===== config.mk =====
export PLATFORM = sky130hd
export DESIGN_NAME = water_heater_ctrl
export DESIGN_NICKNAME = d
export VERILOG_FILES = /design/src/rtl/water_heater_ctrl.sv
export SDC_FILE = /design/constraint.sdc
export NUM_CORES = 1
export LEC_CHECK = 0
export CORE_AREA = 2 2 67 69
export DETAILED_ROUTE_END_ITERATION = 16
export DIE_AREA = 0 0 69 71
export PLACE_DENSITY = 0.77
export SLEW_MARGIN = 20
export SYNTH_ARGS = -nofsm -noshare
export SYNTH_HDL_FRONTEND = slang
export SYNTH_SLANG_ARGS = --single-unit

===== constraint.sdc =====
create_clock -name clk -period 3.3 [get_ports clk]
set_clock_uncertainty 0.2 [all_clocks]
set_input_delay 0.825 -clock clk [delete_from_list [all_inputs] [get_ports clk]]
set_output_delay 0.825 -clock clk [all_outputs]
set_load 0.05 [all_outputs]

===== src/rtl/water_heater_ctrl.sv =====
// Water heater controller: latches the wash target temperature, runs the
// heater element with a hysteresis band, reports when the water is at
// temperature and raises timeout / over-temperature faults.
//
// Handshake: start is a one-cycle request that is accepted only in IDLE
// (and only when stop is low); stop and clear_fault are level commands
// sampled on each clk edge; sensed_temp is consumed only in cycles where
// sensed_valid is high. There is no backpressure; every output is a flop.
module water_heater_ctrl #(
    parameter int HYST           = 2,
    parameter int SETTLE_SAMPLES = 3,
    parameter int TIMEOUT_CYCLES = 20000,
    parameter int MAX_TEMP       = 90,
    parameter int COLD_LIMIT     = 10
) (
    input  logic       clk,
    input  logic       reset,
    input  logic       start,
    input  logic       stop,
    input  logic       clear_fault,
    input  logic [6:0] target_temp,
    input  logic [6:0] sensed_temp,
    input  logic       sensed_valid,
    output logic       heater_on,
    output logic       temp_reached,
    output logic       busy,
    output logic       heat_fault,
    output logic [1:0] fault_code,
    output logic [2:0] state_dbg
);

    localparam logic [2:0] S_IDLE  = 3'd0;
    localparam logic [2:0] S_HEAT  = 3'd1;
    localparam logic [2:0] S_HOLD  = 3'd2;
    localparam logic [2:0] S_FAULT = 3'd3;
    localparam logic [2:0] S_COLD  = 3'd4;

    localparam logic [1:0] FC_NONE    = 2'd0;
    localparam logic [1:0] FC_TIMEOUT = 2'd1;
    localparam logic [1:0] FC_OVER    = 2'd2;

    localparam int TW = $clog2(TIMEOUT_CYCLES);
    localparam int SW = $clog2(SETTLE_SAMPLES + 1);

    logic [2:0]    state_q, state_d;
    logic [6:0]    tgt_q, tgt_d;
    logic [SW-1:0] settle_q, settle_d;
    logic [TW-1:0] tmo_q, tmo_d;
    logic          heater_q, heater_d;
    logic          reached_q, reached_d;
    logic          busy_q, busy_d;
    logic          fault_q, fault_d;
    logic [1:0]    fcode_q, fcode_d;

    logic       over_temp;
    logic       sample_hit;
    logic [6:0] hyst_lo;

    assign over_temp  = sensed_valid && (sensed_temp > 7'(MAX_TEMP));
    assign sample_hit = sensed_valid && (sensed_temp >= tgt_q);
    // Lower hysteresis threshold saturates at zero for very low targets.
    assign hyst_lo    = (tgt_q > 7'(HYST)) ? (tgt_q - 7'(HYST)) : 7'd0;

    // Next-state and next-output logic; outputs are computed for the state being entered.
    always_comb begin
        state_d   = state_q;
        tgt_d     = tgt_q;
        settle_d  = settle_q;
        tmo_d     = tmo_q;
        heater_d  = heater_q;
        reached_d = reached_q;
        fcode_d   = fcode_q;
        case (state_q)
            S_IDLE: begin
                heater_d  = 1'b0;
                reached_d = 1'b0;
                settle_d  = '0;
                tmo_d     = '0;
                if (start && !stop) begin
                    tgt_d = target_temp;
                    if (target_temp <= 7'(COLD_LIMIT)) begin
                        state_d = S_COLD;
                    end else begin
                        state_d  = S_HEAT;
                        heater_d = 1'b1;
                    end
                end
            end
            S_HEAT: begin
                heater_d = 1'b1;
                if (over_temp) begin
                    state_d = S_FAULT;  fcode_d = FC_OVER;
                    heater_d = 1'b0;    reached_d = 1'b0;
                    settle_d = '0;      tmo_d = '0;
                end else if (stop) begin
                    state_d = S_IDLE;
                    heater_d = 1'b0;    reached_d = 1'b0;
                    settle_d = '0;      tmo_d = '0;
                end else if (sample_hit && settle_q == SW'(SETTLE_SAMPLES - 1)) begin
                    state_d = S_HOLD;
                    heater_d = 1'b0;    reached_d = 1'b1;
                    settle_d = '0;      tmo_d = '0;
                end else if (tmo_q == TW'(TIMEOUT_CYCLES - 1)) begin
                    state_d = S_FAULT;  fcode_d = FC_TIMEOUT;
                    heater_d = 1'b0;    reached_d = 1'b0;
                    settle_d = '0;      tmo_d = '0;
                end else begin
                    tmo_d = tmo_q + TW'(1);
                    if (sensed_valid) begin
                        settle_d = sample_hit ? settle_q + SW'(1) : '0;
                    end
                end
            end
            S_HOLD: begin
                reached_d = 1'b1;
                if (over_temp) begin
                    state_d = S_FAULT;  fcode_d = FC_OVER;
                    heater_d = 1'b0;    reached_d = 1'b0;
                end else if (stop) begin
                    state_d = S_IDLE;
                    heater_d = 1'b0;    reached_d = 1'b0;
                end else if (sensed_valid && sensed_temp < hyst_lo) begin
                    heater_d = 1'b1;
                end else if (sample_hit) begin
                    heater_d = 1'b0;
                end
            end
            S_COLD: begin
                heater_d = 1'b0;
                if (over_temp) begin
                    state_d = S_FAULT;  fcode_d = FC_OVER;
                    reached_d = 1'b0;
                end else if (stop) begin
                    state_d = S_IDLE;
                    reached_d = 1'b0;
                end else begin
                    reached_d = 1'b1;
                end
            end
            S_FAULT: begin
                heater_d  = 1'b0;
                reached_d = 1'b0;
                if (clear_fault) begin
                    state_d = S_IDLE;
                    fcode_d = FC_NONE;
                end
            end
            default: begin
                state_d   = S_IDLE;
                heater_d  = 1'b0;
                reached_d = 1'b0;
                fcode_d   = FC_NONE;
                settle_d  = '0;
                tmo_d     = '0;
            end
        endcase
        busy_d  = (state_d == S_HEAT) || (state_d == S_HOLD) || (state_d == S_COLD);
        fault_d = (state_d == S_FAULT);
    end

    // State and output registers; reset drops the heater without waiting for clk.
    always_ff @(posedge clk or posedge reset) begin
        if (reset) begin
            state_q   <= S_IDLE;
            tgt_q     <= '0;
            settle_q  <= '0;
            tmo_q     <= '0;
            heater_q  <= 1'b0;
            reached_q <= 1'b0;
            busy_q    <= 1'b0;
            fault_q   <= 1'b0;
            fcode_q   <= FC_NONE;
        end else begin
            state_q   <= state_d;
            tgt_q     <= tgt_d;
            settle_q  <= settle_d;
            tmo_q     <= tmo_d;
            heater_q  <= heater_d;
            reached_q <= reached_d;
            busy_q    <= busy_d;
            fault_q   <= fault_d;
            fcode_q   <= fcode_d;
        end
    end

    assign heater_on    = heater_q;
    assign temp_reached = reached_q;
    assign busy         = busy_q;
    assign heat_fault   = fault_q;
    assign fault_code   = fcode_q;
    assign state_dbg    = state_q;

endmodule


==> run_results.csv <==
group,metric,value,unit
routing,drt_first_iter_violations,175,
pwr,combPwrFrac,0.482,
clock_network,cts.sinks,33,
flow_run,cap_violations,0,
grt,track_usage,0.214,
worst_setup_path,crit_type,"input port to register",
timing,setup_viol,0,
floorplanning,die_area,4900,um2
worst_setup_path,worstPathMaxFanout,4,
synthesis,synth_nets,273,
worst_setup_path,r2r_setup_slack,410,ps
synthesis,synth.avg_cell_area,9.23,um2
clock_network,clockBufferDepth,2,
clock_network,cts_resized,0,
timing,slew_headroom,0.583,
clock_network,numCtsBuffers,5,
pwr,p_sw_frac,0.398,
clock_network,cts_tree,"built",
worst_setup_path,cp-end-kind,"register",
synthesis,synth.largest_area_cell,"dfrtp_1",
routing,drcViolationCount,0,
timing,finalCriticalPeriod,3170,ps
routing,ant_nets,0,
worst_setup_path,cp_cell_sequence,"clkdlybuf4s50_1, inv_1, ha_1, nand2b_4, a2111oi_4, nor4_2, or3_1, o31ai_1, a22o_1",
worst_setup_path,r2r-start,"tgt_q[3]",
worst_setup_path,crit_arrival,3200,ps
synthesis,synth_top_area_share,0.378,
worst_setup_path,critical_path.top_delay_family,"compound AO/OA/AOI/OAI gates",
layout,final_util,0.646,
grt,grt_pass1_wl,8450,um
timing,worst_slew_pin_slew,621,ps
floorplanning,row_count,24,
timing,slew_violations,0,
synthesis,synth-seq-cells,33,
timing,fin_crit_sh,0.961,
clock_network,postCtsSetupBuffers,0,
place,port_buffers,28,
place,dp_slack,-150,ps
place,dpl.hpwl,3760,um
pwr,seq_power_share,0.306,
worst_setup_path,worstReg2RegEnd,"heater_on",
layout,final_layout_size_suffix_gt1_frac,0.117,
floorplanning,start_util,0.520,
synthesis,yosys.cell_count.top_type,"dfrtp_1",
layout,num_antenna_cells,0,
clock_network,clock_latency,290,ps
synthesis,synth_area_leaders,"dfrtp_1 38%, ha_1 9.2%, nor2_1 4.3%",
synthesis,syn_area,2190,um2
routing,drt-total-wl,4920,um
grt,grt_overflow,0,
layout,nNetsFinal,316,
synthesis,seq_area_frac_synth,0.378,
worst_setup_path,startpoint_type,"input port",
outcome,outcome,"finished clean",
hold_path,min_from,"settle_q[0]",
layout,multi_input_area,1290,um2
clock_network,htreeDepth,2,
layout,synthToLayoutAreaGrowth,24.1,%
pwr,p_leak,1.16,nW
clock_network,root_buffer,"clkbuf_8",
grt,grt_max_degree,34,
layout,nFillCells,370,
place,place.gp.congestion,0.866,
timing,rsz0062_at_grt,"no",
routing,wl_per_cell,14.8,um
pwr,powerDensity,685,nW/um2
hold_path,worst_hold_path.num_cells,1,
clock_network,cts.clk_slew.worst_paths,70,ps
synthesis,ys.flop_type,"dfrtp_1",
worst_setup_path,crit_slowest_cell,"clkdlybuf4s50_1",
timing,fin_setup_tns,0,ps
floorplanning,ios,29,
grt,antenna_found_initial,0,
layout,ff_latch_area,826,um2
grt,grt_pass1_vias,1850,
routing,firstDrtPassIters,4,
routing,viasPerCell,5.81,
synthesis,synth_commonest_cells,"33 x dfrtp_1, 25 x nor2_1, 18 x nand2_1, 16 x ha_1, 16 x inv_1",
floorplanning,coreArea,4200,um2
pwr,p_sw,0.000740,W
pwr,internal_power,0.00112,W
worst_setup_path,worst_ep_required_time,3330,ps
synthesis,ys_warn_count,0,
pwr,peakVddDrop,0.000412,V
worst_setup_path,path_buf_inv,2,
worst_setup_path,reg2reg_depth,10,
routing,vias,1935,
timing,final_hold_viol_count,0,
floorplanning,die_x,69,um
timing,max_freq,0.315,GHz
synthesis,syn_inst,237,
floorplanning,chipHeight,71,um
pwr,power,0.00186,W
timing,setup_ws,129,ps
worst_setup_path,critPathMaxStageDelay,480,ps
hold_path,worst_hold_path.endpoint,"settle_q[0]",
clock_network,cts-hold-fix-buffers,0,
pwr,p_clk_frac,0.212,
synthesis,async_reset_ff_frac,1.00,
synthesis,synth.distinct_cells,48,
synthesis,synth_edf_count,0,
hold_path,hp-class,"register to register",
[power groups by stage]
stage	registers, W	logic, W	clock network (W)
floorplan	0.000652	0.000538	0
global placement	0.000570	0.000870	0
detailed placement	0.000573	0.000889	0
CTS	0.000567	0.000898	0.000402
global route	0.000580	0.000992	0.000423
finish	0.000569	0.000897	0.000394
[registers in the layout (all words and copies together) (netlist names)]
signal,count
fault_code,2
tgt_q,7
busy,1
state_dbg,3
heater_on,1
settle_q,2
temp_reached,1
tmo_q,15
heat_fault,1
[final cells by class]
type / count / share of cell area
clock buffer: 7 / 0.0318
clock inverter: 1 / 0.0111
inverter: 16 / 0.0221
multi-input combinational: 186 / 0.476
sequential: 33 / 0.304
tap: 52 / 0.0240
timing repair buffer: 38 / 0.131
[cells by family (layout without fill, tap and decap cells)]
logic type               Yosys count  count (layout)  synth area share
AO/OA/AOI/OAI                     51              51             0.165
XOR/XNOR                          12              12            0.0481
adder cells (fa/ha/maj)           16              16            0.0915
buffers and inverters             18              62            0.0320
flip-flops                        33              33             0.378
multiplexers                       9               9            0.0452
AND/OR/NAND/NOR                   98              98             0.240
[per-stage QoR]
step / hold slack (ps) / cells / instance area (um2)
finish: 276 / 333 / 2710
global route: 293 / 333 / 2710
CTS: 282 / 333 / 2710
detailed placement: 272 / 325 / 2600
global placement: 265 / 325 / 2600
floorplan: 245 / 237 / 2190
[worst register-to-register path, cell delays in order (launching register included)]
cell     delay (ps)
dfrtp_1         430
nor4_1          410
o21ai_0         160
buf_4           180
nand2_1          60
ha_1            240
and3_1          150
o31a_1          270
o21ai_0         210
a32oi_1         160
o32ai_1         310
[worst max-delay path by stage]
stage                   startpoint       end  slack, ps  cells past startpoint
global route        sensed_temp[0]  tmo_q[5]         50                      9
global placement    sensed_temp[0]  tmo_q[5]        -80                      9
floorplan           sensed_temp[0]  tmo_q[5]        480                      8
CTS                 sensed_temp[0]  tmo_q[5]        140                      9
finish              sensed_temp[0]  tmo_q[5]        130                      9
detailed placement  sensed_temp[0]  tmo_q[5]       -150                      9
[routing by layer]
| layer | up-vias | global-route usage | share of wire |
|---|---|---|---|
| met4 | 0 | 0.0632 | 0.014 |
| met3 | 8 | 0.0484 | 0.042 |
| met1 | 928 | 0.282 | 0.46 |
| met2 | 53 | 0.353 | 0.49 |
| li1 | 946 | - | - |
| met5 | - | 0 | 0 |
[cells in the final DEF, fill, tap and decap left out, types with 9 or more instances in the layout]
| cell type | count |
|---|---|
| dfrtp_1 | 33 |
| clkdlybuf4s50_1 | 28 |
| nor2_1 | 25 |
| nand2_1 | 18 |
| inv_1 | 16 |
| ha_1 | 16 |
| nand3_1 | 15 |
| a21oi_1 | 11 |
| buf_4 | 10 |
| o21ai_0 | 9 |
No activity file was read; power rests on OpenSTA's default activity.
